==> src/rtl/wb_burst_arbiter.sv <==
// -----------------------------------------------------------------------------
// wb_burst_arbiter
//
// Two-master Wishbone arbiter between the data cache (master 0) and the
// instruction cache (master 1) and the single core bus master port.
//
// A grant is taken in S_IDLE and registered. It is then held for the whole
// Wishbone cycle (cyc high to cyc low), so 4-beat line bursts are never split.
// Both masters requesting together are served round robin. A per-beat
// watchdog answers a hung slave with a one-cycle synthetic error, so a cache
// can never stall forever.
//
// Ports
//   i_clk, i_rst_n         clock, asynchronous active-low reset
//   m0_* / m1_*            master 0 (dcache) / master 1 (icache) slave ports:
//     mN_cyc, mN_stb, mN_we, mN_4_burst   controls in
//     mN_adr, mN_o_dat, mN_sel            address, write data, byte select in
//     mN_i_dat, mN_ack, mN_err            read data and responses out
//   o_wb_*                 bus master outputs (cyc/stb/we/4_burst/adr/dat/sel)
//   i_wb_dat, i_wb_ack, i_wb_err   bus responses in
//   o_gnt                  one-hot current grant (debug), 0 while idle
// -----------------------------------------------------------------------------
module wb_burst_arbiter #(
  parameter int WB_ADDR_W   = 24,
  parameter int RW          = 16,
  parameter int TIMEOUT_CYC = 255,
  parameter int TO_W        = 8    // TIMEOUT_CYC must be < 2**TO_W
) (
  input  logic                 i_clk,
  input  logic                 i_rst_n,
  // master 0 (dcache)
  input  logic                 m0_cyc,
  input  logic                 m0_stb,
  input  logic                 m0_we,
  input  logic                 m0_4_burst,
  input  logic [WB_ADDR_W-1:0] m0_adr,
  input  logic [RW-1:0]        m0_o_dat,
  input  logic [1:0]           m0_sel,
  output logic [RW-1:0]        m0_i_dat,
  output logic                 m0_ack,
  output logic                 m0_err,
  // master 1 (icache)
  input  logic                 m1_cyc,
  input  logic                 m1_stb,
  input  logic                 m1_we,
  input  logic                 m1_4_burst,
  input  logic [WB_ADDR_W-1:0] m1_adr,
  input  logic [RW-1:0]        m1_o_dat,
  input  logic [1:0]           m1_sel,
  output logic [RW-1:0]        m1_i_dat,
  output logic                 m1_ack,
  output logic                 m1_err,
  // core bus
  output logic                 o_wb_cyc,
  output logic                 o_wb_stb,
  output logic                 o_wb_we,
  output logic                 o_wb_4_burst,
  output logic [WB_ADDR_W-1:0] o_wb_adr,
  output logic [RW-1:0]        o_wb_dat,
  output logic [1:0]           o_wb_sel,
  input  logic [RW-1:0]        i_wb_dat,
  input  logic                 i_wb_ack,
  input  logic                 i_wb_err,
  // debug
  output logic [1:0]           o_gnt
);

  typedef enum logic [0:0] {
    S_IDLE = 1'b0,
    S_BUSY = 1'b1
  } state_t;

  localparam logic [TO_W-1:0] TO_LIM = TO_W'(TIMEOUT_CYC);
  localparam logic [TO_W-1:0] WDOG_ONE = {{(TO_W-1){1'b0}}, 1'b1};

  state_t          state, state_nxt;
  logic            gnt, gnt_nxt;            // 0 = master 0, 1 = master 1
  logic            last_gnt, last_gnt_nxt;  // master served by the last cycle
  logic [TO_W-1:0] wdog, wdog_nxt;
  logic [1:0]      beat_cnt, beat_cnt_nxt;  // beat position inside a line burst

  logic            sel_cyc;
  logic            real_ack;
  logic            real_err;
  logic            timeout;
  logic            beat_done;

  // State and bookkeeping registers; reset drops the bus immediately.
  always_ff @(posedge i_clk or negedge i_rst_n) begin
    if (!i_rst_n) begin
      state    <= S_IDLE;
      gnt      <= 1'b0;
      last_gnt <= 1'b1;   // so master 0 wins the first contended arbitration
      wdog     <= {TO_W{1'b0}};
      beat_cnt <= 2'b00;
    end else begin
      state    <= state_nxt;
      gnt      <= gnt_nxt;
      last_gnt <= last_gnt_nxt;
      wdog     <= wdog_nxt;
      beat_cnt <= beat_cnt_nxt;
    end
  end

  // Route the granted master onto the bus and fan bus read data back out.
  always_comb begin
    sel_cyc      = 1'b0;
    o_wb_cyc     = 1'b0;
    o_wb_stb     = 1'b0;
    o_wb_we      = 1'b0;
    o_wb_4_burst = 1'b0;
    o_wb_adr     = {WB_ADDR_W{1'b0}};
    o_wb_dat     = {RW{1'b0}};
    o_wb_sel     = 2'b00;
    m0_i_dat     = {RW{1'b0}};
    m1_i_dat     = {RW{1'b0}};
    if (state == S_BUSY) begin
      if (gnt) begin
        sel_cyc      = m1_cyc;
        o_wb_stb     = m1_cyc & m1_stb;   // never strobe outside a cycle
        o_wb_we      = m1_we;
        o_wb_4_burst = m1_4_burst;
        o_wb_adr     = m1_adr;
        o_wb_dat     = m1_o_dat;
        o_wb_sel     = m1_sel;
      end else begin
        sel_cyc      = m0_cyc;
        o_wb_stb     = m0_cyc & m0_stb;
        o_wb_we      = m0_we;
        o_wb_4_burst = m0_4_burst;
        o_wb_adr     = m0_adr;
        o_wb_dat     = m0_o_dat;
        o_wb_sel     = m0_sel;
      end
      o_wb_cyc = sel_cyc;
      m0_i_dat = i_wb_dat;
      m1_i_dat = i_wb_dat;
    end else begin
      sel_cyc = 1'b0;
    end
  end

  // Qualify slave responses, raise the synthetic error and steer to the owner.
  always_comb begin
    // A response outside an active cycle belongs to nobody and is dropped.
    real_ack  = o_wb_cyc & i_wb_ack;
    real_err  = o_wb_cyc & i_wb_err;
    // A real response in the same cycle as the limit always wins.
    timeout   = o_wb_stb & ~(real_ack | real_err) & (wdog == TO_LIM);
    beat_done = o_wb_stb & (real_ack | real_err | timeout);
    m0_ack    = 1'b0;
    m0_err    = 1'b0;
    m1_ack    = 1'b0;
    m1_err    = 1'b0;
    o_gnt     = 2'b00;
    if (state == S_BUSY) begin
      if (gnt) begin
        m1_ack = real_ack;
        m1_err = real_err | timeout;
        o_gnt  = 2'b10;
      end else begin
        m0_ack = real_ack;
        m0_err = real_err | timeout;
        o_gnt  = 2'b01;
      end
    end else begin
      o_gnt = 2'b00;
    end
  end

  // Arbitration, grant hold/release, watchdog and burst beat counting.
  always_comb begin
    state_nxt    = state;
    gnt_nxt      = gnt;
    last_gnt_nxt = last_gnt;
    wdog_nxt     = wdog;
    beat_cnt_nxt = beat_cnt;
    case (state)
      S_IDLE: begin
        wdog_nxt = {TO_W{1'b0}};
        if (m0_cyc | m1_cyc) begin
          state_nxt    = S_BUSY;
          beat_cnt_nxt = 2'b00;
          if (m0_cyc & m1_cyc) begin
            gnt_nxt = ~last_gnt;
          end else begin
            gnt_nxt = m1_cyc;
          end
        end else begin
          state_nxt = S_IDLE;
        end
      end
      S_BUSY: begin
        if (!sel_cyc) begin
          // Owner closed its cycle: one idle bus cycle before the next grant.
          state_nxt    = S_IDLE;
          last_gnt_nxt = gnt;
          wdog_nxt     = {TO_W{1'b0}};
        end else begin
          state_nxt = S_BUSY;
          if (!o_wb_stb || beat_done) begin
            wdog_nxt = {TO_W{1'b0}};
          end else begin
            wdog_nxt = wdog + WDOG_ONE;
          end
          if (beat_done && o_wb_4_burst) begin
            beat_cnt_nxt = beat_cnt + 2'b01;   // wraps 3 -> 0
          end else begin
            beat_cnt_nxt = beat_cnt;
          end
        end
      end
      default: begin
        state_nxt    = S_IDLE;
        gnt_nxt      = 1'b0;
        last_gnt_nxt = 1'b1;
        wdog_nxt     = {TO_W{1'b0}};
        beat_cnt_nxt = 2'b00;
      end
    endcase
  end

endmodule
==> config.mk <==
export PLATFORM = sky130hd
export DESIGN_NAME = wb_burst_arbiter
export DESIGN_NICKNAME = d
export VERILOG_FILES = /design/src/rtl/wb_burst_arbiter.sv
export SDC_FILE = /design/constraint.sdc
export NUM_CORES = 1
export LEC_CHECK = 0
export CAP_MARGIN = 20
export CORE_ASPECT_RATIO = 0.6
export CORE_MARGIN = 2
export CORE_UTILIZATION = 28
export DETAILED_ROUTE_END_ITERATION = 6
export GPL_TIMING_DRIVEN = 1
export HOLD_SLACK_MARGIN = 0.06
export PLACE_DENSITY_LB_ADDON = 0.3
export SYNTH_ARGS = -nofsm -noshare
export SYNTH_HDL_FRONTEND = slang
export SYNTH_SLANG_ARGS = --single-unit
==> constraint.sdc <==
create_clock -name i_clk -period 3.32 [get_ports i_clk]
set_input_delay 0.332 -clock i_clk [delete_from_list [all_inputs] [get_ports i_clk]]
set_output_delay 0.332 -clock i_clk [all_outputs]
set_load 0.02 [all_outputs]
Word-level counts from Yosys, hierarchy flattened
Cells that the tools add are included.
- add/subtract/negate cells: 1
- eq/ne operators: 1
- muxes and demuxes: 32
- bitwise logic cells: 16
- reduce and logical (&&, ||, !) cells: 4
- operator list (operator ; count):
    2-to-1 mux 16 bit ; 3
    2-to-1 mux 24 bit ; 2
    2-to-1 mux 1 bit ; 19
    2-to-1 mux 8 bit ; 2
    case mux 8 bit (2 select lines) ; 1
    adder 8 x 1 -> 8 bit (second input constant) ; 1
    bitwise AND 1 bit ; 8
    equality test 8 bit (second input constant) ; 1
    2-to-1 mux 2 bit ; 4
    inverter 1 bit ; 4
    OR 1 bit ; 4
    AND reduction 2 bit ; 2
    case mux 1 bit (2 select lines) ; 1
    logical NOT 1 bit ; 1
    logical OR 1 bit ; 1
- register bits after elaboration: 11
- input bits: 112
- output and inout port bits: 84

Depth between registers and ports, before layout
- depth after elaboration: 13
- depth in mapped cells: 5
- mapped depth without buffers: 4

Least setup slack after synthesis
No wires, ideal clock.
- path type: register to output
- start point: register wdog[0]
- end point: output m0_err
- data arrival time: 1671 ps
- path slack: 1317 ps
- stages on the path, launching flop included: 5
- cell sequence: dfrtp_1 -> ha_1 -> nand3_1 -> a2111o_1 -> o21ai_0
- cells in the longest elaborated chain, start to end: 5
- RTL lines (what ; RTL line ; source):
    start, declared ; 79 ; logic [TO_W-1:0] wdog, wdog_nxt;
    start signal, assigned ; 94 ; wdog <= {TO_W{1'b0}};
    start signal, assigned ; 100 ; wdog <= wdog_nxt;
    equality test 8 bit ; 149 ; timeout = o_wb_stb & ~(real_ack | real_err) & (wdog == TO_LIM);
    bitwise AND 1 bit ; 149 ;
    OR 1 bit ; 163 ; m0_err = real_err | timeout;
    2-to-1 mux 1 bit ; 157 ; if (gnt) begin
    2-to-1 mux 1 bit ; 156 ; if (state == S_BUSY) begin
    end, declared ; 41 ; output logic m0_err,
Every way passes these cells.

Worst setup path after layout
- start point: register gnt
- end point: output m1_err
- cells in the longest elaborated chain, start to end: 10
- elaborated cells on any way between the ends: 13
- RTL lines (what ; RTL line ; source):
    start, declared ; 77 ; logic gnt, gnt_nxt;
    start signal, assigned ; 98 ; gnt <= gnt_nxt;
    2-to-1 mux 1 bit ; 118 ; if (gnt) begin
    2-to-1 mux 1 bit ; 117 ; if (state == S_BUSY) begin
    bitwise AND 1 bit (on tied branches) ; 146, 147 ;
    OR 1 bit ; 149 ;
    inverter 1 bit ; 149 ;
    bitwise AND 1 bit (2 in series) ; 149 ;
    OR 1 bit ; 159 ; m1_err = real_err | timeout;
    2-to-1 mux 1 bit (*) ; 157 ;
    2-to-1 mux 1 bit (*) ; 156 ;
    end, declared ; 52 ; output logic m1_err,
Every way passes the cells marked *; elsewhere a longest branch is shown, timed or not.

==> reports/qor.json <==
{
  "status": {
    "outcome": "complete, no violations"
  },
  "timing": {
    "finalWorstSetupSlack_ns": 0.4792,
    "maxSlewHeadroom_pct": 52.00,
    "finalHoldViolCount": 0,
    "finalWorstPathRequiredPeriod_ns": 2.841,
    "timing_worst_slew_pin_value_ns": 0.7200,
    "grt_setup_unrepaired": "false",
    "post-route-period-util_pct": 85.57,
    "fin_setup_tns_ns": 0,
    "final_max_slew_viol_count": 0,
    "clock.fmax_ghz": 0.3520,
    "clock-skew-final_ns": 0.003356,
    "final-setup-viol-count": 0
  },
  "yosys": {
    "synth-seq-area-share_pct": 17.68,
    "synth_ff_type": "dfrtp_1",
    "avgSynthCellArea_sq_um": 7.743,
    "post_synth_main_area_contributors": "mux2i_1 28%, dfrtp_1 16%, nor2_1 11%",
    "synthCells": 202,
    "synth_area_leader_cell": "mux2i_1",
    "yosys.cell_count.top_type": "nor2_1",
    "mappedNetlistNets": 315,
    "synth_cell_type_count": 39,
    "yosys-top-cells-count": "47 x nor2_1, 44 x mux2i_1, 19 x and2_1",
    "synth_top_area_share_pct": 28.16,
    "edff_count_synth": 0,
    "ys_seq_elements": 11,
    "synth-warning-count": 0,
    "synthesis.area_sq_um": 1564,
    "async_flop_share_pct": 100.0
  },
  "finish": {
    "area_delta_synth_final_pct": 122.4,
    "finish.cell_count_without_fillers": 443,
    "final-seq-area_sq_um": 277.8,
    "layout.filler_cells": 468,
    "antennaDiodeCount": 0,
    "num-nets-final": 488,
    "drive_above_1_share_pct": 4.545,
    "multi_input_comb_area_sq_um": 1071
  },
  "floorplan": {
    "die_y_um": 61.89,
    "io_pins": 196,
    "die_w_um": 100.5,
    "die_area_sq_um": 6219,
    "start_util_pct": 28.48,
    "design.core.area_sq_um": 5492,
    "fp-row-count": 21
  },
  "placement": {
    "gpl.final_weighted_congestion": 0.7685,
    "place_worst_setup_slack_ns": 0.5223,
    "dp_cells": 439,
    "dp_hpwl_um": 5271,
    "port-buffer-count": 195
  },
  "pwr": {
    "switching_fraction_pct": 46.24,
    "power_report.internal_total_mw": 1.064,
    "seq_power_share_pct": 9.7,
    "p_sw_uw": 915.3,
    "power_frac_clock_pct": 6.8,
    "power.density_cell_area_nw_per_um2": 569.2,
    "comb_power_share_pct": 83.6,
    "ir_drop_v": 0.0002928,
    "p_leak_nw": 1.452
  },
  "cts": {
    "clk_pin_slew_ns": 0.05,
    "cts_setup_buffers": 0,
    "numCtsBuffers": 3,
    "cts_max_path_buffers": 2,
    "cts_tree": "built",
    "cts_hold_buf": 0,
    "cts-htree-levels": 1,
    "tritoncts_num_sinks": 11,
    "post_cts_resize_count": 0,
    "clockRootBuffer": "clkbuf_8",
    "worst_skew_pair.late_latency_ns": 0.24
  },
  "job": {
    "drv.max_cap_violation_count": 0
  },
  "min_path": {
    "hold_path_class": "in -> async"
  },
  "critical_path": {
    "worst_r2r_endpoint": "state",
    "worst_ep_arrival_time_ns": 2.51,
    "path_depth": 4,
    "timing.reg2reg.setup_slack_ns": 1.72,
    "top_delay_family_on_crit_path": "buffers and inverters",
    "reg2reg_depth": 4,
    "crit_start": "gnt",
    "crit_slowest_cell": "clkdlybuf4s50_1",
    "worst_setup_path_endpoint": "m1_err",
    "timing.critical_path.fanout_max": 46,
    "cp_buf_inv_count": 2,
    "path_class": "reg -> out",
    "cp_data_required_time_ns": 2.99,
    "max_stage_delay_ns": 0.68,
    "critPathCaptureType": "output port",
    "crit_path_cell_trace": "buf_4 > nand2_1 > o31ai_2 > clkdlybuf4s50_1",
    "r2r_start": "gnt",
    "setup.worst_path.start_class": "register"
  },
  "global_route": {
    "groute.usage.overall_pct": 18.95,
    "overflow": 0,
    "grt_pass1_vias": 1938,
    "grt_max_degree": 48,
    "grt_pass1_wl_um": 9197,
    "grt_antenna_before_repair": 0
  },
  "routing": {
    "vias": 2034,
    "drt-total-wl_um": 6201,
    "detailedRoute.firstIterationViolations": 56,
    "drc": 0,
    "drt-vias-per-instance": 4.591,
    "antenna_violating_nets_post_route": 0,
    "avgRoutedWirePerCell_um": 14.00,
    "drt_pre_antenna_iters": 4
  }
}
==> through the flow <==
| step | power (mW) | utilization (%) | hold WS [ns] | instance area (sq um) |
|---|---|---|---|---|
| 5_1_grt | 2.105 | 63.34 | 0.4820 | 3478 |
| 4_1_cts | 2.003 | 63.34 | 0.4480 | 3478 |
| 3_5_place_dp | 1.859 | 62.50 | 0.5108 | 3432 |
| 2_1_floorplan | 1.168 | - | 0.03641 | 1564 |
| 3_3_place_gp | 1.852 | 62.50 | 0.5073 | 3432 |
| 6_report | 1.980 | 63.34 | 0.4351 | 3478 |
==> logic make-up after synthesis <==
group	Yosys count	synth area share, %
buffers and inverters	36	13.84
AND/OR/NAND/NOR	89	28.96
multiplexers	45	28.88
adder cells (fa/ha/maj)	1	0.7999
flip-flops	11	17.68
AO/OA/AOI/OAI	17	8.160
XOR/XNOR	3	1.680
==> power groups by stage <==
stage	clock, mW	combinational, mW	sequential (mW)
after global placement	0	1.66	0.192
after floorplan	0	1.00	0.167
final	0.134	1.65	0.191
after detailed placement	0	1.67	0.192
after global routing	0.146	1.76	0.196
after CTS	0.140	1.67	0.190
==> routing by layer <==
layer / vias up / global-route usage, % / share of wire (%)
li1: 1019 / - / -
met1: 902 / 20.32 / 37
met2: 105 / 36.82 / 51
met3: 8 / 7.494 / 10
met4: 0 / 3.327 / 1.4
met5: - / 0 / 0
==> cell type report <==
| type | count | share of cell area [%] |
|---|---|---|
| sequential | 11 | 7.986 |
| clock buffer | 3 | 1.187 |
| tap | 69 | 2.482 |
| clock inverter | 1 | 0.1439 |
| multi-input combinational | 155 | 30.79 |
| timing repair buffer | 198 | 56.76 |
| inverter | 6 | 0.6475 |
==> worst min-delay path by stage <==
stage          cells after the start      from       end  slack, ns
2_1_floorplan                      0   i_rst_n       gnt       0.04
3_3_place_gp                       1   wdog[0]   wdog[0]       0.51
3_5_place_dp                       2  last_gnt  last_gnt       0.51
4_1_cts                            1   i_rst_n   wdog[1]       0.45
5_1_grt                            1   i_rst_n   wdog[1]       0.48
6_report                           1   i_rst_n   wdog[1]       0.44
==> flip-flops by register name, indices dropped and copies added (netlist names) <==
register / count
gnt: 1
last_gnt: 1
wdog: 8
state: 1
==> cell usage in the layout (no fill, tap or decap), types with 2 or more instances in the layout <==
cell	count
nand3_1	4
nor3_1	2
clkbuf_8	3
nor2_1	47
a21oi_1	3
or3_1	2
nor4_1	3
xnor2_1	2
dfrtp_1	9
buf_4	3
inv_1	5
and2_1	19
clkdlybuf4s50_1	195
o21ai_0	5
mux2i_1	44
nand4_1	3
nand2_1	2
No activity file was read; power rests on OpenSTA's default activity.
